<file path="config.mk">
export PLATFORM = sky130hd
export DESIGN_NAME = accumulator_stage
export DESIGN_NICKNAME = d
export VERILOG_FILES = /design/src/rtl/qlf_acc_pkg.sv /design/src/rtl/addsub_unit.sv /design/src/rtl/accumulator_stage.sv
export SDC_FILE = /design/constraint.sdc
export NUM_CORES = 1
export LEC_CHECK = 0
export BUFFER_PORTS_ARGS = -buffer_cell sky130_fd_sc_hd__buf_2
export CAP_MARGIN = 20
export CORE_MARGIN = 2
export CORE_UTILIZATION = 45
export DETAILED_ROUTE_END_ITERATION = 6
export PLACE_DENSITY = 0.79
export SYNTH_ARGS = -nofsm -noshare
export SYNTH_HDL_FRONTEND = slang
export SYNTH_SLANG_ARGS = --single-unit
</file>
<file path="constraint.sdc">
create_clock -name clk -period 2.1 [get_ports clk]
set_input_delay 0.105 -clock clk [delete_from_list [all_inputs] [get_ports clk]]
set_output_delay 0.105 -clock clk [all_outputs]
set_load 0.01 [all_outputs]
</file>
<file path="src/rtl/qlf_acc_pkg.sv">
// Shared definitions for the accumulator stage.
//   - state_t / ST_*   : FSM state encoding (IDLE, ACCUM, OUT)
//   - cnt_width()      : bits needed to hold a sample count of 0..count
package qlf_acc_pkg;

  typedef logic [1:0] state_t;

  localparam state_t ST_IDLE  = 2'd0;
  localparam state_t ST_ACCUM = 2'd1;
  localparam state_t ST_OUT   = 2'd2;

  // Width of the accepted-sample counter for a batch of 'count' samples.
  function automatic int cnt_width(input int count);
    return $clog2(count + 1);
  endfunction

endpackage

</file>
<file path="src/rtl/addsub_unit.sv">
// Combinational add/subtract with carry/borrow out.
//   a    : accumulator operand (ACC_W bits)
//   b    : zero-extended sample operand (ACC_W bits)
//   sub  : 1 = a - b, 0 = a + b
//   sum  : result modulo 2^ACC_W
//   flag : carry out of an add, or borrow (a < b) of a subtract
module addsub_unit #(
  parameter int ACC_W = 6
) (
  input  logic [ACC_W-1:0] a,
  input  logic [ACC_W-1:0] b,
  input  logic             sub,
  output logic [ACC_W-1:0] sum,
  output logic             flag
);

  logic [ACC_W:0] ext;

  // One extra bit holds the carry on add; on subtract it goes high exactly
  // when the unsigned difference underflows, i.e. a < b.
  always_comb begin
    if (sub) begin
      ext = {1'b0, a} - {1'b0, b};
    end else begin
      ext = {1'b0, a} + {1'b0, b};
    end
    sum  = ext[ACC_W-1:0];
    flag = ext[ACC_W];
  end

endmodule

</file>
<file path="src/rtl/accumulator_stage.sv">
// Batch accumulator: sums COUNT accepted samples (each added or subtracted)
// and presents the result with a sticky carry/borrow flag.
//   clk, rst            : clock, asynchronous active-high reset
//   in_valid/in_ready   : sample handshake; in_data unsigned, in_sub selects
//                         subtract
//   out_valid/out_ready : result handshake; out_data = accumulator,
//                         out_ovf = any carry/borrow during the batch
module accumulator_stage
  import qlf_acc_pkg::*;
#(
  parameter int WIDTH = 4,
  parameter int COUNT = 4,
  parameter int ACC_W = WIDTH + 2
) (
  input  logic             clk,
  input  logic             rst,
  input  logic             in_valid,
  output logic             in_ready,
  input  logic [WIDTH-1:0] in_data,
  input  logic             in_sub,
  output logic             out_valid,
  input  logic             out_ready,
  output logic [ACC_W-1:0] out_data,
  output logic             out_ovf
);

  localparam int CNT_W = cnt_width(COUNT);

  state_t             state_q, state_d;
  logic [ACC_W-1:0]   acc_q, acc_d;
  logic [CNT_W-1:0]   cnt_q, cnt_d;
  logic               ovf_q, ovf_d;

  logic               accept;
  logic [ACC_W-1:0]   op_a;
  logic [ACC_W-1:0]   op_b;
  logic [ACC_W-1:0]   sum;
  logic               flag;

  assign in_ready  = (state_q != ST_OUT);
  assign accept    = in_valid & in_ready;
  assign out_valid = (state_q == ST_OUT);
  assign out_data  = acc_q;
  assign out_ovf   = ovf_q;

  // The first sample of a batch starts from zero rather than the stale
  // result of the previous batch.
  assign op_a = (state_q == ST_IDLE) ? '0 : acc_q;
  assign op_b = {{(ACC_W-WIDTH){1'b0}}, in_data};

  addsub_unit #(
    .ACC_W (ACC_W)
  ) u_addsub (
    .a    (op_a),
    .b    (op_b),
    .sub  (in_sub),
    .sum  (sum),
    .flag (flag)
  );

  always_comb begin
    state_d = state_q;
    acc_d   = acc_q;
    cnt_d   = cnt_q;
    ovf_d   = ovf_q;
    case (state_q)
      ST_IDLE: begin
        if (accept) begin
          acc_d   = sum;
          cnt_d   = CNT_W'(1);
          ovf_d   = flag;
          state_d = (COUNT == 1) ? ST_OUT : ST_ACCUM;
        end
      end
      ST_ACCUM: begin
        if (accept) begin
          acc_d = sum;
          cnt_d = cnt_q + CNT_W'(1);
          ovf_d = ovf_q | flag;
          // cnt_q counts samples before this one, so this is the last.
          if (cnt_q == CNT_W'(COUNT - 1)) begin
            state_d = ST_OUT;
          end
        end
      end
      ST_OUT: begin
        if (out_ready) begin
          state_d = ST_IDLE;
        end
      end
      default: begin
        state_d = ST_IDLE;
      end
    endcase
  end

  always_ff @(posedge clk or posedge rst) begin
    if (rst) begin
      state_q <= ST_IDLE;
      acc_q   <= '0;
      cnt_q   <= '0;
      ovf_q   <= 1'b0;
    end else begin
      state_q <= state_d;
      acc_q   <= acc_d;
      cnt_q   <= cnt_d;
      ovf_q   <= ovf_d;
    end
  end

endmodule

</file>
==> results.toml, run 1 <==
[global_routing]
track_usage_pct = 17.8
overflow = 0
antenna_found_initial = 0
grt_first_pass_wirelength_um = 3340
grt_pass1_vias = 820
grt_max_degree = 16

[layout]
final.fill_count = 196
final_nets = 141
antenna_cells = 0
stdcell_count = 147
area_delta_synth_final_pct = 18.7
final_layout_size_suffix_gt1_share_pct = 24.2
regArea_um2 = 300
multi_input_area_um2 = 554
most-common-layout-cells = "buf_2, nand2_1, dfrtp_1, inv_1, ha_1"
final_common_cell = "buf_2"

[yosys]
synth_edf_count = 0
synth_flop_cell = "dfrtp_1"
yosysWarnings = 0
synth_area_um2 = 897
synth_cell_types = 35
syn_inst = 98
synth_seq_cells = 12
async_flop_share_pct = 100
yosys-top-cells-area = "dfrtp_1, ha_1, nand2_1, o21a_1, inv_1"
syn_nets = 117
yosysTopAreaCellShare_pct = 33.5
yosysTopAreaCell = "dfrtp_1"
syn_area_per_cell_um2 = 9.15
ys_seq_area_share_pct = 33.5

[pwr]
leakagePower_nw = 0.518
power.density_nw_per_um2 = 1300
peakVddDrop_v = 0.000634

[die]
pin_count = 18
die_h_um = 48.7
start_util_pct = 46.7
core.rowCount = 16
die_area_um2 = 2370
die_w_um = 48.7
core_um2 = 1920

[clock_tree]
cts_buffer_depth = 2
cts_resized = 0
cts.clk_slew.worst_paths_ps = 80
clock_tree.root_cell = "clkbuf_4"
cts_tree = "built"
cts-buffers-inserted = 3
clock_sinks = 12
cts_setup_buffers = 0
ctsHoldBuffers = 2
clk_latency_ps = 280
h-tree-depth = 1

[place]
dp.cells = 142
dpl.hpwl_um = 1510
place_congestion = 0.918
dp_slack_ps = 24.6
port_buffers = 17

[timing]
fmax_ghz = 0.513
fin_skew_ps = 8.41
tightest_slew_ps = 489
fin_ws_ps = 151
grt_setup_unrepaired = "false"
setup_violations = 0
slew_violations = 0
hold_viol = 0
relSlewSlack_pct = 67.0
layout_min_cycle_time_ps = 1950
finalSetupTns_ps = 0
finalCritPeriodShare_pct = 92.8

[routing]
num_vias = 805
wl_per_cell_um = 13.6
antenna_left = 0
drt_iter0_markers = 11
drtPass1Iterations = 4
drc_errors = 0
viasPerCell = 5.48
routed_wl_um = 2000

[worst_setup_path]
required_ps = 2320
crit_slowest_cell = "dfrtp_1"
worstSetupEndpointType = "register"
crit_buf_inv = 0
path_max_fanout = 6
critPathArrivalTime_ps = 2170
worstSetupPathType = "register to register"
cp_cell_sequence = "nor2_1 -> nor2b_1 -> ha_1 -> a21o_1 -> nand2_1 -> a311o_1 -> nand3_1"
crit_family = "simple AND/OR/NAND/NOR gates"
cpPeakStageDelay_ps = 410
cp-start-kind = "register"

[status]
status = "finished clean"

[run]
max_cap_viol_count = 0

[hold_path]
hold_path_class = "input pin to register"
## metal layers
layer | global-route usage [%] | vias up | share of wire [%]
li1 | - | 394 | -
met1 | 19.9 | 380 | 42
met5 | 0 | - | 0
met3 | 2.47 | 8 | 3.4
met4 | 11.0 | 0 | 3.1
met2 | 31.7 | 23 | 51
## where the power goes
part           total [mW]  leakage [nW]  switching, mW  internal (mW)
clock network       0.146        0.0138         0.0799         0.0665
registers           0.409         0.143         0.0728          0.337
logic               0.825         0.361          0.447          0.378
total                1.38         0.518          0.600          0.781
## sequential cells by signal (all words and copies together), names as in the netlist
| signal | flops |
|---|---|
| cnt_q | 3 |
| state_q | 2 |
| out_data | 6 |
| out_ovf | 1 |
## cells in the mapped netlist, types with 2 or more instances
cell type,count
nand3_1,5
nor3_1,3
nand2_1,12
nor2b_1,5
xnor2_1,2
nand4_1,2
o21ai_1,5
dfrtp_1,12
o21a_1,5
nor2_1,4
o21ai_0,3
inv_1,9
ha_1,9
## worst paths after layout
| kind | from | endpoint | slack, ps | depth (start not counted) |
|---|---|---|---|---|
| max | state_q[0] | out_ovf | 150 | 7 |
| min | in_valid | state_q[1] | 180 | 3 |
| max reg2reg | state_q[0] | out_ovf | 150 | 7 |
| min reg2reg | cnt_q[1] | cnt_q[1] | 480 | 2 |
| max in group asynchronous | rst | cnt_q[0] | 1390 | 3 |
| min in group asynchronous | rst | out_ovf | 380 | 3 |
## logic make-up (layout without fill, tap and decap cells)
| family | after synthesis | in the layout | synth area share [%] |
|---|---|---|---|
| simple gates | 38 | 38 | 23.7 |
| compound gates | 23 | 23 | 19.1 |
| flops | 12 | 12 | 33.5 |
| buf+inv | 11 | 33 | 4.74 |
| fa+ha+maj | 10 | 10 | 14.8 |
| xor+xnor | 3 | 3 | 2.93 |
| mux | 1 | 1 | 1.26 |
## per-stage QoR
step | power, mW | utilization [%] | hold WS [ps] | instance area [um2]
detailed placement | 1.23 | 53.2 | 151 | 1020
floorplan | 1.00 | - | -30.3 | 897
CTS | 1.39 | 55.4 | 161 | 1060
global route | 1.50 | 55.4 | 180 | 1060
finish | 1.38 | 55.4 | 176 | 1060
global placement | 1.20 | 53.2 | 137 | 1020
## layout make-up
cell class / instances / area share, %
sequential: 12 / 28.2
multi-input combinational: 75 / 52.1
clock buffer: 3 / 2.12
timing repair buffer: 21 / 11.3
inverter: 9 / 3.17
tap: 27 / 3.17
## tightest hold or removal path, stage by stage
cell	delay (ps)
buf_2	150
nand4b_1	100
o21ai_1	60
Note: power is estimated with default switching activity, not from simulation.
==> inputs of run 2 (changes only) <==
--- a/config.mk
+++ b/config.mk
@@ -11,6 +11,8 @@
 export CORE_UTILIZATION = 45
 export DETAILED_ROUTE_END_ITERATION = 6
 export PLACE_DENSITY = 0.79
+export SLEW_MARGIN = 20
 export SYNTH_ARGS = -nofsm -noshare
 export SYNTH_HDL_FRONTEND = slang
 export SYNTH_SLANG_ARGS = --single-unit
+export TNS_END_PERCENT = 20
==> constraint.sdc (replaced) <==
create_clock -name clk -period 2.1 [get_ports clk]
set_input_delay 0 -clock clk [delete_from_list [all_inputs] [get_ports clk]]
set_output_delay 0 -clock clk [all_outputs]
set_load 0.01 [all_outputs]
==> results.toml, run 2 (same netlist as run 1, synthesis figures left out) <==
[status]
status = "finished clean"

[worst_setup_path]
crit_slowest_cell = "fa_1"
worstSetupEndpointType = "register"
cp-start-kind = "register"
critPathArrivalTime_ps = 2150
cpPeakStageDelay_ps = 460
r2r_cells = 7
cp_num_cells = 7
crit_buf_inv = 0
crit_family = "adder cells"
worstSetupPathType = "register to register"
cp_cell_sequence = "o21ai_0 -> ha_1 -> fa_1 -> nor2b_4 -> o2111ai_2 -> a311o_1 -> nand3_1"
path_max_fanout = 4
required_ps = 2320

[layout]
antenna_cells = 0
final_common_cell = "buf_2"
final_nets = 140
largest_register_ffs = 6
final_core_util_pct = 55.9
regArea_um2 = 302
multi_input_area_um2 = 557
area_delta_synth_final_pct = 19.8
most-common-layout-cells = "buf_2, nand2_1, dfrtp_1, inv_1, ha_1"
final_layout_size_suffix_gt1_share_pct = 25.8
final.fill_count = 182

[pwr]
power.density_nw_per_um2 = 1310
cellInternalPower_mw = 0.814
clock_power_share_pct = 13.1
peakVddDrop_v = 0.000698
power_frac_seq_pct = 29.7
comb_power_share_pct = 57.2
leakagePower_nw = 0.518
p_sw_share_pct = 42.2
p_sw_mw = 0.594

[routing]
num_vias = 777
viasPerCell = 5.29
drtPass1Iterations = 4
drc_errors = 0
antenna_left = 0
wl_per_cell_um = 12.9
routed_wl_um = 1900
drt_iter0_markers = 18

[die]
core.rowCount = 16
core_um2 = 1920
start_util_pct = 46.7
die_area_um2 = 2370
die_w_um = 48.7
pin_count = 18
die_h_um = 48.7

[global_routing]
grt_first_pass_wirelength_um = 3260
track_usage_pct = 17.8
grt_max_degree = 16
overflow = 0
grt_pass1_vias = 758
antenna_found_initial = 0

[timing]
hold_viol = 0
fin_skew_ps = 10.1
layout_min_cycle_time_ps = 1940
fmax_ghz = 0.517
grt_setup_unrepaired = "false"
tightest_slew_ps = 466
hold_ws_ps = 69.7
setup_violations = 0
relSlewSlack_pct = 68.9
finalCritPeriodShare_pct = 92.2
slew_violations = 0
finalSetupTns_ps = 0

[clock_tree]
clock_sinks = 12
cts-buffers-inserted = 3
clock_tree.root_cell = "clkbuf_4"
cts_tree = "built"
cts.clk_slew.worst_paths_ps = 80
h-tree-depth = 1
clk_latency_ps = 280
cts_buffer_depth = 2
cts_setup_buffers = 0

[run]
max_cap_viol_count = 0

[hold_path]
hold_path_class = "input pin to register"
min_path_cells = 3

[place]
port_buffers = 17
place_congestion = 0.875
dpl.hpwl_um = 1420
-- run 2: changes by cell type in the layout (fill, tap and decap cells not counted) --
cell,previous run,this run
nor2_2,0,1
buf_4,2,1
dfrtp_2,0,1
dfrtp_1,12,11
nor2_1,4,3
clkbuf_8,0,1
-- run 2: area by class of cell --
cell class              count  area share, %
multi-input cells          75           51.8
flip-flops and latches     12           28.1
repair buffers             20           10.5
clock buffers               4           3.38
inverters                   9           3.14
well taps                  27           3.14
-- run 2: repair_timing --
| item | CTS | global route |
|---|---|---|
| hold buffers | 2 | 0 |
| setup endpoints to repair | 0 | 2 |
| endpoints found under the hold margin | 13 | 0 |
| gates resized for setup | 0 | 2 |
-- run 2: power groups by stage --
| stage | logic (mW) | clock network [mW] | registers (mW) |
|---|---|---|---|
| after global placement | 0.778 | 0 | 0.411 |
| after global routing | 0.914 | 0.210 | 0.432 |
| after detailed placement | 0.787 | 0 | 0.419 |
| after CTS | 0.805 | 0.192 | 0.416 |
| after floorplan | 0.572 | 0 | 0.429 |
| final | 0.806 | 0.184 | 0.418 |
-- run 2: tightest hold or removal path: stages --
cell      delay [ps]
buf_2            140
nand4b_1          90
o21ai_1           60
-- run 2: through the flow --
step	instance area (um2)	setup WS (ps)	std cells	power [mW]
6_report	1070	165	147	1.41
4_1_cts	1070	87.7	147	1.41
5_1_grt	1070	53.4	147	1.56
3_3_place_gp	1010	159	141	1.19
2_1_floorplan	897	80.1	98	1.00
3_5_place_dp	1010	118	141	1.21
-- run 2: worst paths after layout --
| path | startpoint | end | slack, ps |
|---|---|---|---|
| setup reg to reg | state_q[0] | out_ovf | 160 |
| hold reg to reg | cnt_q[1] | cnt_q[1] | 500 |
| max in group asynchronous | rst | state_q[1] | 1480 |
| min in group asynchronous | rst | out_data[5] | 260 |
| hold / removal | in_valid | state_q[1] | 70 |
| setup / recovery | state_q[0] | out_ovf | 160 |
-- run 2: routing by layer --
metal / vias up / global-route usage (%) / share of wire [%]
li1: 392 / - / -
met1: 368 / 20.5 / 45
met2: 17 / 31.7 / 51
met3: 0 / 5.86 / 4.7
met4: 0 / 3.81 / 0
met5: - / 0 / 0
